<file path="src/rtl/fsm.sv">
`default_nettype none
// ============================================================================
//  Module      : fsm
//  Description : Serial "0110" sequence detector (Moore machine).
//                One input bit is sampled on every rising edge of Clk.
//                Overlapping matches are detected: the trailing '0' of a
//                match also counts as the first '0' of the next match.
//                outp is high for exactly one cycle, in the cycle after the
//                edge that samples the final '0' of a match.
//  Ports       : Clk   in  1  system clock, rising-edge active
//                reset in  1  synchronous reset, active low
//                in    in  1  serial data bit
//                outp  out 1  detect flag, one-cycle pulse per match
//  Revision    : 1.0  initial release
// ============================================================================
module fsm (
   input  logic Clk,
   input  logic reset,
   input  logic in,
   output logic outp
);

   // Each state names the longest useful suffix of the bits seen so far.
   typedef enum logic [2:0] {
      S0 = 3'd0,   // no useful prefix
      S1 = 3'd1,   // suffix "0"
      S2 = 3'd2,   // suffix "01"
      S3 = 3'd3,   // suffix "011"
      S4 = 3'd4    // "0110" just completed
   } state_t;

   state_t r_state;
   state_t w_next;
   logic   w_outp;

   // State register. Reset overrides the data input, so a partial prefix is
   // discarded and any bit sampled while reset is low is ignored.
   always_ff @(posedge Clk) begin
      if (!reset) begin
         r_state <= S0;
      end else begin
         r_state <= w_next;
      end
   end

   // Next-state logic and Moore output decode.
   always_comb begin
      w_next = S0;
      w_outp = 1'b0;
      case (r_state)
         S0: begin
            w_next = in ? S0 : S1;
         end
         S1: begin
            w_next = in ? S2 : S1;
         end
         S2: begin
            w_next = in ? S3 : S1;
         end
         S3: begin
            w_next = in ? S0 : S4;
         end
         S4: begin
            w_outp = 1'b1;
            // Trailing '0' of this match is the leading '0' of the next.
            w_next = in ? S2 : S1;
         end
         default: begin
            // Illegal encodings recover to idle with the flag low.
            w_next = S0;
            w_outp = 1'b0;
         end
      endcase
   end

   // Output depends on the state register only, never directly on in.
   assign outp = w_outp;

endmodule
`default_nettype wire

</file>
<file path="config.mk">
export PLATFORM = sky130hd
export DESIGN_NAME = fsm
export DESIGN_NICKNAME = d
export VERILOG_FILES = /design/src/rtl/fsm.sv
export SDC_FILE = /design/constraint.sdc
export NUM_CORES = 1
export LEC_CHECK = 0
export BUFFER_PORTS_ARGS = -buffer_cell sky130_fd_sc_hd__clkbuf_2
export CORE_AREA = 2 2 39 41
export DETAILED_ROUTE_END_ITERATION = 6
export DIE_AREA = 0 0 41 43
export PLACE_DENSITY = 0.33
export RECOVER_POWER = 25
export SYNTH_ARGS = -nofsm -noshare
export SYNTH_HDL_FRONTEND = slang
export SYNTH_SLANG_ARGS = --single-unit
</file>
<file path="constraint.sdc">
create_clock -name Clk -period 1.35 [get_ports Clk]
set_input_delay 0.27 -clock Clk [delete_from_list [all_inputs] [get_ports Clk]]
set_output_delay 0.27 -clock Clk [all_outputs]
set_load 0.01 [all_outputs]
</file>
=== After elaboration in Yosys (flattened, before gate mapping) ===
Index checks and enable logic that the tools add are counted.

* Equal/unequal tests: 4
* Multiplexer cells: 6
* Reductions and logical operators: 2

{| class="wikitable"
|+ Operator list
! kind !! count
|-
| 3-bit case mux with 4 select lines || 1
|-
| 3-bit by 2-bit == test with 1-bit output (second input constant) || 2
|-
| 2-bit 2-to-1 mux || 2
|-
| 3-bit by 1-bit == test with 1-bit output (second input constant) || 1
|-
| 3-bit == test (second input constant) || 1
|-
| 3-bit logical NOT || 1
|-
| 3-bit 2-to-1 mux || 1
|-
| 1-bit 2-to-1 mux || 2
|-
| 2-bit OR reduction || 1
|}

* Register bits: 3

=== Depth between registers and ports, before layout ===
* Depth after elaboration: 3
* Gate-level depth with buffers: 3
* Gate-level depth less buffers: 2

=== Worst setup path before layout ===
No wires, ideal clock.

* Path type: reg-to-output
* Start: reg r_state[1]
* End: out outp
* Data required time: 1.080 ns
* Cell stages (with the launch flop): 3
* Setup slack: 0.333 ns
* Arrival time: 0.747 ns
* Cells stage by stage: dfxtp_1 > clkbuf_2 > nor3b_1

* Word-level cells in the longest chain between the ends: 2

{| class="wikitable"
|+ RTL lines
! element !! line !! RTL
|-
| start, declared || 32 || <nowiki>state_t r_state;</nowiki>
|-
| start signal, assigned || 42 || <nowiki>r_state <= w_next;</nowiki>
|-
| 3-bit == test || 50 || <nowiki>case (r_state)</nowiki>
|-
| 1-bit 2-to-1 mux || 50 ||
|-
| end, declared || 20 || <nowiki>output logic outp</nowiki>
|}

Every way passes these cells.

=== Final worst setup path ===
* Start: reg r_state[2]
* End: out outp

Same word-level chain as after synthesis.

==> impl_metrics.xml <==
<?xml version="1.0" encoding="UTF-8"?>
<metrics>
  <group name="logic_synthesis">
    <metric name="synth.top_cell.area_share" unit="">0.414</metric>
    <metric name="yosysMostFrequentCell" unit="">sky130_fd_sc_hd__dfxtp_1</metric>
    <metric name="ys_async_sr_fraction" unit="">0</metric>
    <metric name="post_synth_main_area_contributors" unit="">sky130_fd_sc_hd__dfxtp_1, sky130_fd_sc_hd__nor4b_2, sky130_fd_sc_hd__o2111a_1</metric>
    <metric name="syn-instance-count" unit="">14</metric>
    <metric name="netlist.top_cell.by_area" unit="">sky130_fd_sc_hd__dfxtp_1</metric>
    <metric name="synth-edff-count" unit="">0</metric>
    <metric name="ys_seq_elements" unit="">3</metric>
    <metric name="mean_syn_cell_area" unit="um^2">10.4</metric>
    <metric name="synth_ff_type" unit="">sky130_fd_sc_hd__dfxtp_1</metric>
    <metric name="synth_seq_area_share" unit="">0.414</metric>
    <metric name="yosysWarningCount" unit="">0</metric>
    <metric name="synth_cell_types" unit="">12</metric>
    <metric name="synth_fp_nets" unit="">17</metric>
    <metric name="syn-cell-area" unit="um^2">145</metric>
  </group>
  <group name="worst_setup_path">
    <metric name="cp_slowest_stage_delay" unit="ps">370</metric>
    <metric name="critical_path.cell_chain" unit="">nor3b_1 &gt; clkbuf_2</metric>
    <metric name="critical_path.endpoint_type" unit="">output port</metric>
    <metric name="r2r_cells" unit="">2</metric>
    <metric name="timing.critical_path.to" unit="">outp</metric>
    <metric name="critPathSlowestCell" unit="">sky130_fd_sc_hd__dfxtp_2</metric>
    <metric name="worst-r2r-setup-slack" unit="ps">460</metric>
    <metric name="crit_start" unit="">r_state[2]</metric>
    <metric name="cp.buffers_inverters" unit="">1</metric>
    <metric name="worst_r2r_startpoint" unit="">r_state[1]</metric>
    <metric name="critical_path_data_arrival_time" unit="ps">990</metric>
    <metric name="worstPathRequired" unit="ps">1080</metric>
    <metric name="critPathLaunchType" unit="">register</metric>
    <metric name="top_cell_family_by_delay_on_the_critical_path" unit="">flip-flops</metric>
    <metric name="worst-path-max-fanout" unit="">6</metric>
    <metric name="setup.worst_path.class" unit="">reg -&gt; out</metric>
    <metric name="path_depth" unit="">2</metric>
    <metric name="r2r-end" unit="">r_state[1]</metric>
  </group>
  <group name="clocking">
    <metric name="cts.sinks" unit="">3</metric>
    <metric name="worst_skew_pair.late_latency" unit="ps">230</metric>
    <metric name="tritoncts.num_buffers" unit="">3</metric>
    <metric name="tritoncts" unit="">done</metric>
    <metric name="cts.repair_timing.setup_buffer_count" unit="">0</metric>
    <metric name="clk_pin_slew" unit="ps">40</metric>
    <metric name="htreeDepth" unit="">1</metric>
    <metric name="clockBufferDepth" unit="">2</metric>
    <metric name="cts_root_buffer" unit="">sky130_fd_sc_hd__clkbuf_4</metric>
  </group>
  <group name="power_and_ir_drop">
    <metric name="power.ir.vdd_worst" unit="mV">0.289</metric>
    <metric name="switching_share" unit="">0.218</metric>
    <metric name="internal-power" unit="uW">216</metric>
    <metric name="static_leakage" unit="uW">0.0000820</metric>
    <metric name="clockPowerShare" unit="">0.563</metric>
    <metric name="fin_total_pwr" unit="uW">276</metric>
    <metric name="total_switching_power" unit="uW">60.2</metric>
    <metric name="pwr-share-comb" unit="">0.066</metric>
    <metric name="power_density" unit="nW/um^2">1360</metric>
    <metric name="power.share.sequential" unit="">0.371</metric>
  </group>
  <group name="layout">
    <metric name="layout.nets" unit="">24</metric>
    <metric name="final_cells" unit="">36</metric>
    <metric name="areaGrowthSynthToFinish" unit="%">39.7</metric>
    <metric name="largest_register" unit="">r_state</metric>
    <metric name="share_of_the_core_filled_with_cells_in_the_final_layout" unit="">0.146</metric>
    <metric name="largest_registers" unit="">r_state (3)</metric>
    <metric name="antenna-diode-count" unit="">0</metric>
    <metric name="flip_flop_count_of_the_largest_register_all_copies_and_words_added" unit="">3</metric>
    <metric name="layout_cells_sized_above_1" unit="">0.400</metric>
    <metric name="n_fill_cell" unit="">157</metric>
  </group>
  <group name="global_route">
    <metric name="largest_net_degree_at_the_start_of_global_routing" unit="">7</metric>
    <metric name="grt_use_total" unit="">0.0502</metric>
    <metric name="grt_pass1_wl" unit="um">538</metric>
    <metric name="remaining_overflow_grt" unit="">0</metric>
    <metric name="number_of_antenna_violations_at_the_first_check_in_global_routing" unit="">0</metric>
    <metric name="via_count_of_the_first_global_routing_pass" unit="">137</metric>
  </group>
  <group name="place">
    <metric name="cell_count_after_placement" unit="">32</metric>
    <metric name="dp_hpwl" unit="um">201</metric>
    <metric name="numPortBuffers" unit="">3</metric>
    <metric name="gpl_wtd_cong" unit="">0.542</metric>
  </group>
  <group name="routing">
    <metric name="via_count" unit="">125</metric>
    <metric name="routed_wire_length_per_instance" unit="um">7.83</metric>
    <metric name="detailedRoute.firstPassIterationCount" unit="">1</metric>
    <metric name="routed_wirelength" unit="um">282</metric>
    <metric name="drtAntennaViolNets" unit="">0</metric>
    <metric name="via_per_inst" unit="">3.47</metric>
    <metric name="drt_iter0_drc" unit="">0</metric>
    <metric name="drt_drc_violations_left" unit="">0</metric>
  </group>
  <group name="floorplan">
    <metric name="horizontal_extent_of_the_die" unit="um">41</metric>
    <metric name="rows" unit="">14</metric>
    <metric name="floorplan.core_area" unit="um^2">1380</metric>
    <metric name="fp.dieArea" unit="um^2">1760</metric>
    <metric name="io_pins" unit="">4</metric>
    <metric name="die_y_extent" unit="um">43</metric>
    <metric name="floorplan.initialDensity" unit="">0.105</metric>
  </group>
  <group name="sta">
    <metric name="timing.clock.skew" unit="ps">3.13</metric>
    <metric name="max-slew-margin-rel" unit="">0.838</metric>
    <metric name="grt_setup_unrepaired" unit="">false</metric>
    <metric name="layout_min_cycle_time" unit="ps">1260</metric>
    <metric name="final.setup.tns" unit="ps">0</metric>
    <metric name="timing.final.hold_violations" unit="">0</metric>
    <metric name="worst-slew-pin-transition" unit="ps">242</metric>
    <metric name="final_count_of_pins_violating_max_slew" unit="">0</metric>
    <metric name="setup_violations" unit="">0</metric>
    <metric name="final_min_period_over_clock_period" unit="">0.936</metric>
    <metric name="max_freq" unit="MHz">791</metric>
  </group>
  <group name="min_path">
    <metric name="min_path_type" unit="">in -&gt; reg</metric>
    <metric name="worst_hold_path.num_cells" unit="">2</metric>
  </group>
  <group name="flow_run">
    <metric name="max_cap_violations" unit="">0</metric>
  </group>
  <group name="status">
    <metric name="run_status" unit="">completed</metric>
  </group>
</metrics>
-- stage by stage --
| step | hold slack (ps) | worst slack (ps) | cell area (um^2) |
|---|---|---|---|
| floorplan | 347 | 333 | 145 |
| global placement | 496 | 299 | 175 |
| detailed placement | 492 | 281 | 175 |
| CTS | 257 | 12.8 | 201 |
| global route | 278 | 61.8 | 203 |
| finish | 260 | 86.5 | 203 |
-- logic make-up (layout without fill, tap and decap cells) --
kind of cell | count (synthesis) | count (layout) | synth area share
DFF | 3 | 3 | 0.414
and+or+nand+nor | 4 | 4 | 0.224
muxes | 1 | 1 | 0.0690
AOI/OAI and AO/OA | 3 | 3 | 0.172
xor gates and xnor gates | 1 | 1 | 0.0604
buffers and inverters | 2 | 8 | 0.0603
-- cells in the final DEF, fill, tap and decap left out --
master	n
sky130_fd_sc_hd__nand3_1	1
sky130_fd_sc_hd__o2111a_1	1
sky130_fd_sc_hd__o21ai_0	1
sky130_fd_sc_hd__clkbuf_4	3
sky130_fd_sc_hd__nor3_1	1
sky130_fd_sc_hd__nor4b_2	1
sky130_fd_sc_hd__mux2i_1	1
sky130_fd_sc_hd__inv_1	1
sky130_fd_sc_hd__a31o_1	1
sky130_fd_sc_hd__clkbuf_2	3
sky130_fd_sc_hd__clkbuf_1	1
sky130_fd_sc_hd__xor2_1	1
sky130_fd_sc_hd__dfxtp_2	1
sky130_fd_sc_hd__dfxtp_1	2
sky130_fd_sc_hd__nor3b_1	1
-- layer usage --
metal | global-route usage | vias up | routed length (um)
li1 | - | 64 | -
met1 | 0.0609 | 57 | 136
met2 | 0.0500 | 4 | 115
met3 | 0.0314 | 0 | 30
met4 | 0.0600 | 0 | 0
met5 | 0 | - | 0
-- worst min-delay path by stage --
stage	from	endpoint	slack, ps
finish	in	r_state[2]	260
global route	in	r_state[2]	280
CTS	in	r_state[2]	260
detailed placement	r_state[0]	r_state[2]	490
global placement	r_state[0]	r_state[2]	500
floorplan	in	r_state[2]	350
-- power by group through the flow --
stage | sequential, uW | combinational, uW | clock, uW
2_1_floorplan | 99.4 | 15.6 | 0
3_3_place_gp | 103 | 18.1 | 0
3_5_place_dp | 103 | 18.5 | 0
4_1_cts | 102 | 18.6 | 169
5_1_grt | 104 | 21.7 | 173
6_report | 102 | 18.2 | 156
-- area by class of cell --
class | instances | area (um^2) | share of cell area
clock buffers | 4 | 26.3 | 0.130
multi-input cells | 9 | 76.3 | 0.377
flip-flops and latches | 3 | 61.3 | 0.302
inverters | 1 | 3.75 | 0.0185
repair buffers | 3 | 15.0 | 0.0741
well taps | 16 | 20.0 | 0.0988
-- repair_timing --
item	4_1_cts	5_1_grt
endpoints found under the setup margin	0	1
hold buffers	0	0
resized for setup	0	1
hold endpoints to repair	0	0
Power figures use the tool's default switching activity.
